==> config.mk <==
export PLATFORM = sky130hd
export DESIGN_NAME = xor_share_arb
export DESIGN_NICKNAME = d
export VERILOG_FILES = /design/src/rtl/xor_share_arb.sv
export SDC_FILE = /design/constraint.sdc
export NUM_CORES = 1
export LEC_CHECK = 0
export CORE_ASPECT_RATIO = 0.9
export CORE_MARGIN = 10
export CORE_UTILIZATION = 38
export CTS_CLUSTER_DIAMETER = 100
export DETAILED_ROUTE_END_ITERATION = 8
export HOLD_SLACK_MARGIN = 0.05
export PLACE_DENSITY = 0.84
export SLEW_MARGIN = 5
export SYNTH_ARGS = -nofsm -noshare
export SYNTH_HDL_FRONTEND = slang
export SYNTH_SLANG_ARGS = --single-unit
==> constraint.sdc <==
create_clock -name clk -period 2.2 [get_ports clk]
set_input_delay 0.44 -clock clk [delete_from_list [all_inputs] [get_ports clk]]
set_output_delay 0.44 -clock clk [all_outputs]
set_load 0.01 [all_outputs]
==> src/rtl/xor_share_arb.sv <==
// Round-robin arbiter sharing one XOR unit among NREQ requesters.
// One grant per cycle; the registered result is returned with the winner's index.
module xor_share_arb #(
  parameter int WIDTH = 8,
  parameter int NREQ  = 4,
  parameter int ID_W  = 2,
  parameter int CNT_W = 16
) (
  input  logic                  clk,
  input  logic                  rst,
  input  logic [NREQ-1:0]       req_valid,
  output logic [NREQ-1:0]       req_ready,
  input  logic [NREQ*WIDTH-1:0] req_a,
  input  logic [NREQ*WIDTH-1:0] req_b,
  output logic                  res_valid,
  input  logic                  res_ready,
  output logic [WIDTH-1:0]      res_data,
  output logic [ID_W-1:0]       res_id,
  output logic [CNT_W-1:0]      done_cnt
);

  logic             res_valid_q, res_valid_d;
  logic [WIDTH-1:0] res_data_q, res_data_d;
  logic [ID_W-1:0]  res_id_q, res_id_d;
  logic [ID_W-1:0]  last_q, last_d;
  logic [CNT_W-1:0] done_cnt_q, done_cnt_d;

  logic             can_acc;
  logic             grant_vld;
  logic             grant_go;
  logic [ID_W-1:0]  grant_idx;
  logic [WIDTH-1:0] xor_all [NREQ];

  for (genvar gi = 0; gi < NREQ; gi++) begin : g_xor
    assign xor_all[gi] = req_a[gi*WIDTH +: WIDTH] ^ req_b[gi*WIDTH +: WIDTH];
  end

  // Scan starting just after the last winner, wrapping modulo NREQ.
  always_comb begin
    grant_vld = 1'b0;
    grant_idx = '0;
    for (int k = 1; k <= NREQ; k++) begin
      if (!grant_vld && req_valid[(int'(last_q) + k) % NREQ]) begin
        grant_vld = 1'b1;
        grant_idx = ID_W'((int'(last_q) + k) % NREQ);
      end
    end
  end

  assign can_acc  = !res_valid_q || res_ready;
  assign grant_go = can_acc && grant_vld && !rst;

  always_comb begin
    req_ready = '0;
    if (grant_go) req_ready[grant_idx] = 1'b1;
  end

  // A transfer alone empties the slot; a grant in the same cycle refills it.
  always_comb begin
    res_valid_d = res_valid_q;
    res_data_d  = res_data_q;
    res_id_d    = res_id_q;
    last_d      = last_q;
    done_cnt_d  = done_cnt_q;
    if (res_valid_q && res_ready) begin
      done_cnt_d  = done_cnt_q + CNT_W'(1);
      res_valid_d = 1'b0;
    end
    if (grant_go) begin
      res_valid_d = 1'b1;
      res_data_d  = xor_all[grant_idx];
      res_id_d    = grant_idx;
      last_d      = grant_idx;
    end
  end

  always_ff @(posedge clk) begin
    if (rst) begin
      res_valid_q <= 1'b0;
      res_data_q  <= '0;
      res_id_q    <= '0;
      last_q      <= ID_W'(NREQ - 1);
      done_cnt_q  <= '0;
    end else begin
      res_valid_q <= res_valid_d;
      res_data_q  <= res_data_d;
      res_id_q    <= res_id_d;
      last_q      <= last_d;
      done_cnt_q  <= done_cnt_d;
    end
  end

  assign res_valid = res_valid_q;
  assign res_data  = res_data_q;
  assign res_id    = res_id_q;
  assign done_cnt  = done_cnt_q;

endmodule

# After elaboration in Yosys (flattened, before gate mapping)

Index checks and enable logic that the tools add are counted.

Add/sub/neg operators: 5
$lt $le $gt $ge: 7
Muxes and demuxes: 28
Bitwise logic cells: 9
Reductions and logical operators: 18

Operator list:

| kind                                                                                 | number |
|---|---|
| 8-bit bitwise XOR                                                                    | 4 |
| 16-bit by 1-bit adder with 16-bit output (second input constant)                     | 1 |
| 8-bit binary-select mux with 2-bit select                                            | 1 |
| 3-bit by 4-bit < comparator with 1-bit output (second input constant)                | 4 |
| 8-bit 2-to-1 mux                                                                     | 2 |
| 1-bit 2-to-1 mux                                                                     | 15 |
| 1-bit binary-select mux with 2-bit select                                            | 4 |
| 2-bit 2-to-1 mux                                                                     | 4 |
| 2-bit OR reduction                                                                   | 4 |
| 1-bit logical AND                                                                    | 7 |
| 1-bit logical NOT                                                                    | 5 |
| 2-bit by 1-bit adder with 2-bit output (second input constant)                       | 2 |
| 2-bit adder (second input constant)                                                  | 2 |
| 1-bit bitwise AND (first input constant)                                             | 4 |
| 4-bit 2-to-1 mux                                                                     | 1 |
| 3-bit greater-or-equal comparator (second input constant)                            | 1 |
| 2-bit by 3-bit < comparator with 1-bit output (second input constant)                | 1 |
| 2-bit inverter with 3-bit output                                                     | 1 |
| 1-bit demux with 2-bit select                                                        | 1 |
| 2-bit by 1-bit greater-or-equal comparator with 1-bit output (second input constant) | 1 |
| 2-bit nonzero test                                                                   | 1 |
| 1-bit logical OR                                                                     | 1 |

Register bits: 29
Word-level logic and storage cells: 72
Bits of input ports: 71
Output and inout port bits: 31

# Depth between registers and ports, before layout

Word-level depth: 21
Gate-level depth with buffers: 6
Gate-level depth less buffers: 6

# Least setup slack after synthesis

OpenSTA, ideal clock, no wires.

Path type: input to output
Start point: input req_valid[1]
End point: output req_ready[3]
Data required time: 1.760 ns
Path buffers: 1
Cell stages on the path: 5
Path slack: 0.303 ns
Arrival: 1.457 ns
Cell sequence: o21ai_0 o221ai_2 or3_1 buf_4 a21oi_1

Longest elaborated chain between the ends: 18
Elaborated cells between the ends (all ways): 34
Classes of those cells: order compare: 2; mux: 23; reduce/logical: 9

Ends and longest elaborated chain:

| element                                                                                                                                             | RTL line | text |
|---|---|---|
| from (decl)                                                                                                                                         | 11       | `input logic [NREQ-1:0] req_valid,` |
| 1-bit binary-select mux with 2-bit select                                                                                                           | 43       | `if (!grant_vld && req_valid[(int'(last_q) + k) % NREQ]) begin` |
| 1-bit 2-to-1 mux (not written as such) (2 in a row)                                                                                                 | 43       |  |
| 1-bit 2-to-1 mux                                                                                                                                    | 43       |  |
| 1-bit logical NOT                                                                                                                                   | 43       |  |
| 1-bit logical AND                                                                                                                                   | 43       |  |
| 1-bit 2-to-1 mux                                                                                                                                    | 43       |  |
| 1-bit logical NOT                                                                                                                                   | 43       |  |
| 1-bit logical AND                                                                                                                                   | 43       |  |
| 1-bit 2-to-1 mux                                                                                                                                    | 43       |  |
| 1-bit logical NOT                                                                                                                                   | 43       |  |
| 1-bit logical AND                                                                                                                                   | 43       |  |
| 2-bit 2-to-1 mux                                                                                                                                    | 43       |  |
| 2-bit by 3-bit < comparator with 1-bit output (not written as such) or 2-bit by 1-bit greater-or-equal comparator with 1-bit output (tied branches) | 55       | `if (grant_go) req_ready[grant_idx] = 1'b1;` |
| 1-bit logical AND (not written as such)                                                                                                             | 55       |  |
| 1-bit 2-to-1 mux (not written as such)                                                                                                              | 55       |  |
| 1-bit demux with 2-bit select                                                                                                                       | 55       |  |
| 4-bit 2-to-1 mux (*)                                                                                                                                | 55       |  |
| to (decl)                                                                                                                                           | 12       | `output logic [NREQ-1:0] req_ready,` |

Mark *: on every way between the ends. The rest lies on a longest branch, timed or not. The select of a mux whose other input is x is not followed.

# Final worst setup path

Start point: input req_valid[3]
End point: output req_ready[3]

Same word-level chain as after synthesis.

==> reports/results.txt <==
Post-Syn Area per Cell: 8.43 sq um
Clk Latency, worst-skew pair: 0.28 ns
syn_nets: 283
post-DR wirelength/cell: 16.9 microns
die height: 84.9 microns
prevailing post-synth register cell: dfxtp_1
#FFs+latches synth: 29
RSZ-0062 raised after global routing: yes
largest net degree at the start of global routing: 16
clock slew at reported path FFs: 0.06 ns
final wirelength: 6810 microns
Worst EP arrival: 1.72 ns
Min-Delay Endpoint: res_data[0]
Hold Startpoint: res_data[0]
H-Tree Depth: 2
largest fanout on the critical path: 4
hold buffer count at cts: 0
clock skew: 0.00912 ns
PwrDens: 534 nW/um^2
Crit Path Category: in -> out
IO Port Bufs: 101
area leader, netlist: dfxtp_1
Setup Viol. Count Final: 0
Fin Hold WS: 0.478 ns
Startpoint Class: primary input
Overflow after GRT: 0
Final Power: 1.70 mW
worst r2r dst: res_data[2]
worst r2r path cells: 8
drt drc: 0
Die W: 92.1 microns
ys async rst share: 0
Crit path required time: 1.76 ns
Post-synth EDFFs: 0
Worst setup EP type: output port
Inserted Diodes: 0
Initial Util: 0.396
final slew viol count: 0
Rows: 23
Routed Antenna Nets: 0
leak pwr: 1.30 nW
initial antenna violation count: 0
I/O pin cnt: 102
DP HPWL: 5590 microns
Final WS setup: 0.0385 ns
synth cell count leaders: 34 x nor2_1, 29 x dfxtp_1, 26 x xnor2_1
Post-DP Area: 3050 sq um
relative slew slack: 0.768
CTS tree: yes
Worst Hold Depth: 1
final instance area: 3190 sq um
Synth Instances: 211
vias in the first global route: 2174
drt first pass iters: 4
outcome: complete, no violations
clock sink count: 29
Max clock buf depth: 2
crit path time final: 2.16 ns
fin crit share: 0.983
CTS buffer count: 5
clock root buffer: clkbuf_8
Hold Violations, Final: 0
main area contributors after synthesis: dfxtp_1 33%, xnor2_1 13%, xor2_1 9.9%
vias per inst: 5.05
FMAX: 463 MHz
most common cell in the netlist: nor2_1
worst r2r src: last_q[1]
actual slew at the worst max-slew pin: 0.347 ns
Synth Cell Area: 1780 sq um
Layout area overhead: 79.3%
fin nets: 413
placer congestion estimate: 0.888
via count: 2039
maxcap violations: 0
R2R Setup Slk: 0.28 ns
first-pass GRT wire length: 10700 microns
Overall Global Routing Usage: 0.170
Starting DRT DRC Count: 87
share of cells above drive strength 1: 0.173
Peak supply drop: 0.000413 V
core area: 4490 sq um
Worst Hold Class: reg -> reg
synth unique cells: 37
worst slack at placement: -0.695 ns
area share of the largest cell type after synthesis: 0.327
Yosys warnings: 0
Die ar.: 7820 sq um
Seq/Total Area, Yosys: 0.327
## worst max-delay path: stages
cell and delay (ns):
dlygate4sd2_1 0.30, and2b_2 0.22, o221ai_2 0.11, or3_4 0.40
a21oi_2 0.11, buf_2 0.14
## metrics by stage
stage               cells  setup TNS (ns)  utilization
floorplan             211               0            -
global placement      394           -3.02        0.680
detailed placement    394           -3.47        0.680
CTS                   403               0        0.710
global route          404         -0.0239        0.710
finish                404               0        0.710
## kinds of logic after synthesis
logic type | after synthesis | share of synthesized area
flip-flops | 29 | 0.327
adder cells (fa/ha/maj) | 1 | 0.00704
AO/OA/AOI/OAI | 42 | 0.186
XOR/XNOR | 46 | 0.227
AND/OR/NAND/NOR | 84 | 0.230
buffers and inverters | 9 | 0.0232
## flip-flops by register name, summed over array words and instances, names as in the netlist
register,flops
res_valid,1
res_data,8
res_id,2
done_cnt,16
last_q,2
## worst max-delay path by stage
stage,from,to,slack (ns),depth (start not counted)
after floorplan,req_valid[1],req_ready[3],0.30,5
after global placement,req_valid[1],req_ready[3],-0.62,6
after detailed placement,req_valid[1],req_ready[3],-0.70,6
after CTS,req_valid[3],req_ready[1],0.008,7
after global routing,req_valid[3],req_ready[3],-0.01,8
final,req_valid[3],req_ready[3],0.04,6
## placed cells by master, fill, tap and decap left out, types with 4 or more instances in the layout
cell type / netlist / final
and2_1: 7 / 6
dfxtp_1: 29 / 28
buf_2: 3 / 4
clkbuf_8: 0 / 6
a221oi_1: 8 / 8
nand3_1: 7 / 7
a21oi_1: 6 / 4
buf_4: 1 / 29
nor2_1: 34 / 34
xor2_1: 20 / 20
a31oi_1: 7 / 7
xnor2_1: 26 / 26
a211o_1: 9 / 9
nand2_1: 16 / 16
clkdlybuf4s50_1: 0 / 92
## per-layer routing
layer | track usage | up-vias | share of wire
met2 | 0.333 | 38 | 0.57
met4 | 0.0658 | 0 | 0.016
met5 | 0 | - | 0
met3 | 0.0370 | 8 | 0.034
met1 | 0.168 | 993 | 0.38
li1 | - | 1000 | -
## area by class of cell
class / instances / area (sq um)
clock buffer: 7 / 86.3
tap: 62 / 77.6
fill: 370 / 1300
multi-input combinational: 173 / 1190
sequential: 29 / 582
timing repair buffer: 131 / 1220
inverter: 1 / 3.75
clock inverter: 1 / 30.0
## report_power, final
| group | switching [mW] | internal [mW] |
|---|---|---|
| sequential | 0.0272 | 0.564 |
| clock | 0.196 | 0.369 |
| combinational | 0.227 | 0.320 |
| total | 0.450 | 1.25 |
## repair_timing
action	4_1_cts	5_1_grt
buffers inserted	1	1
setup endpoints to repair	4	2
pin swaps	3	2
resized for setup	28	6
Note: power is estimated with default switching activity, not from simulation.
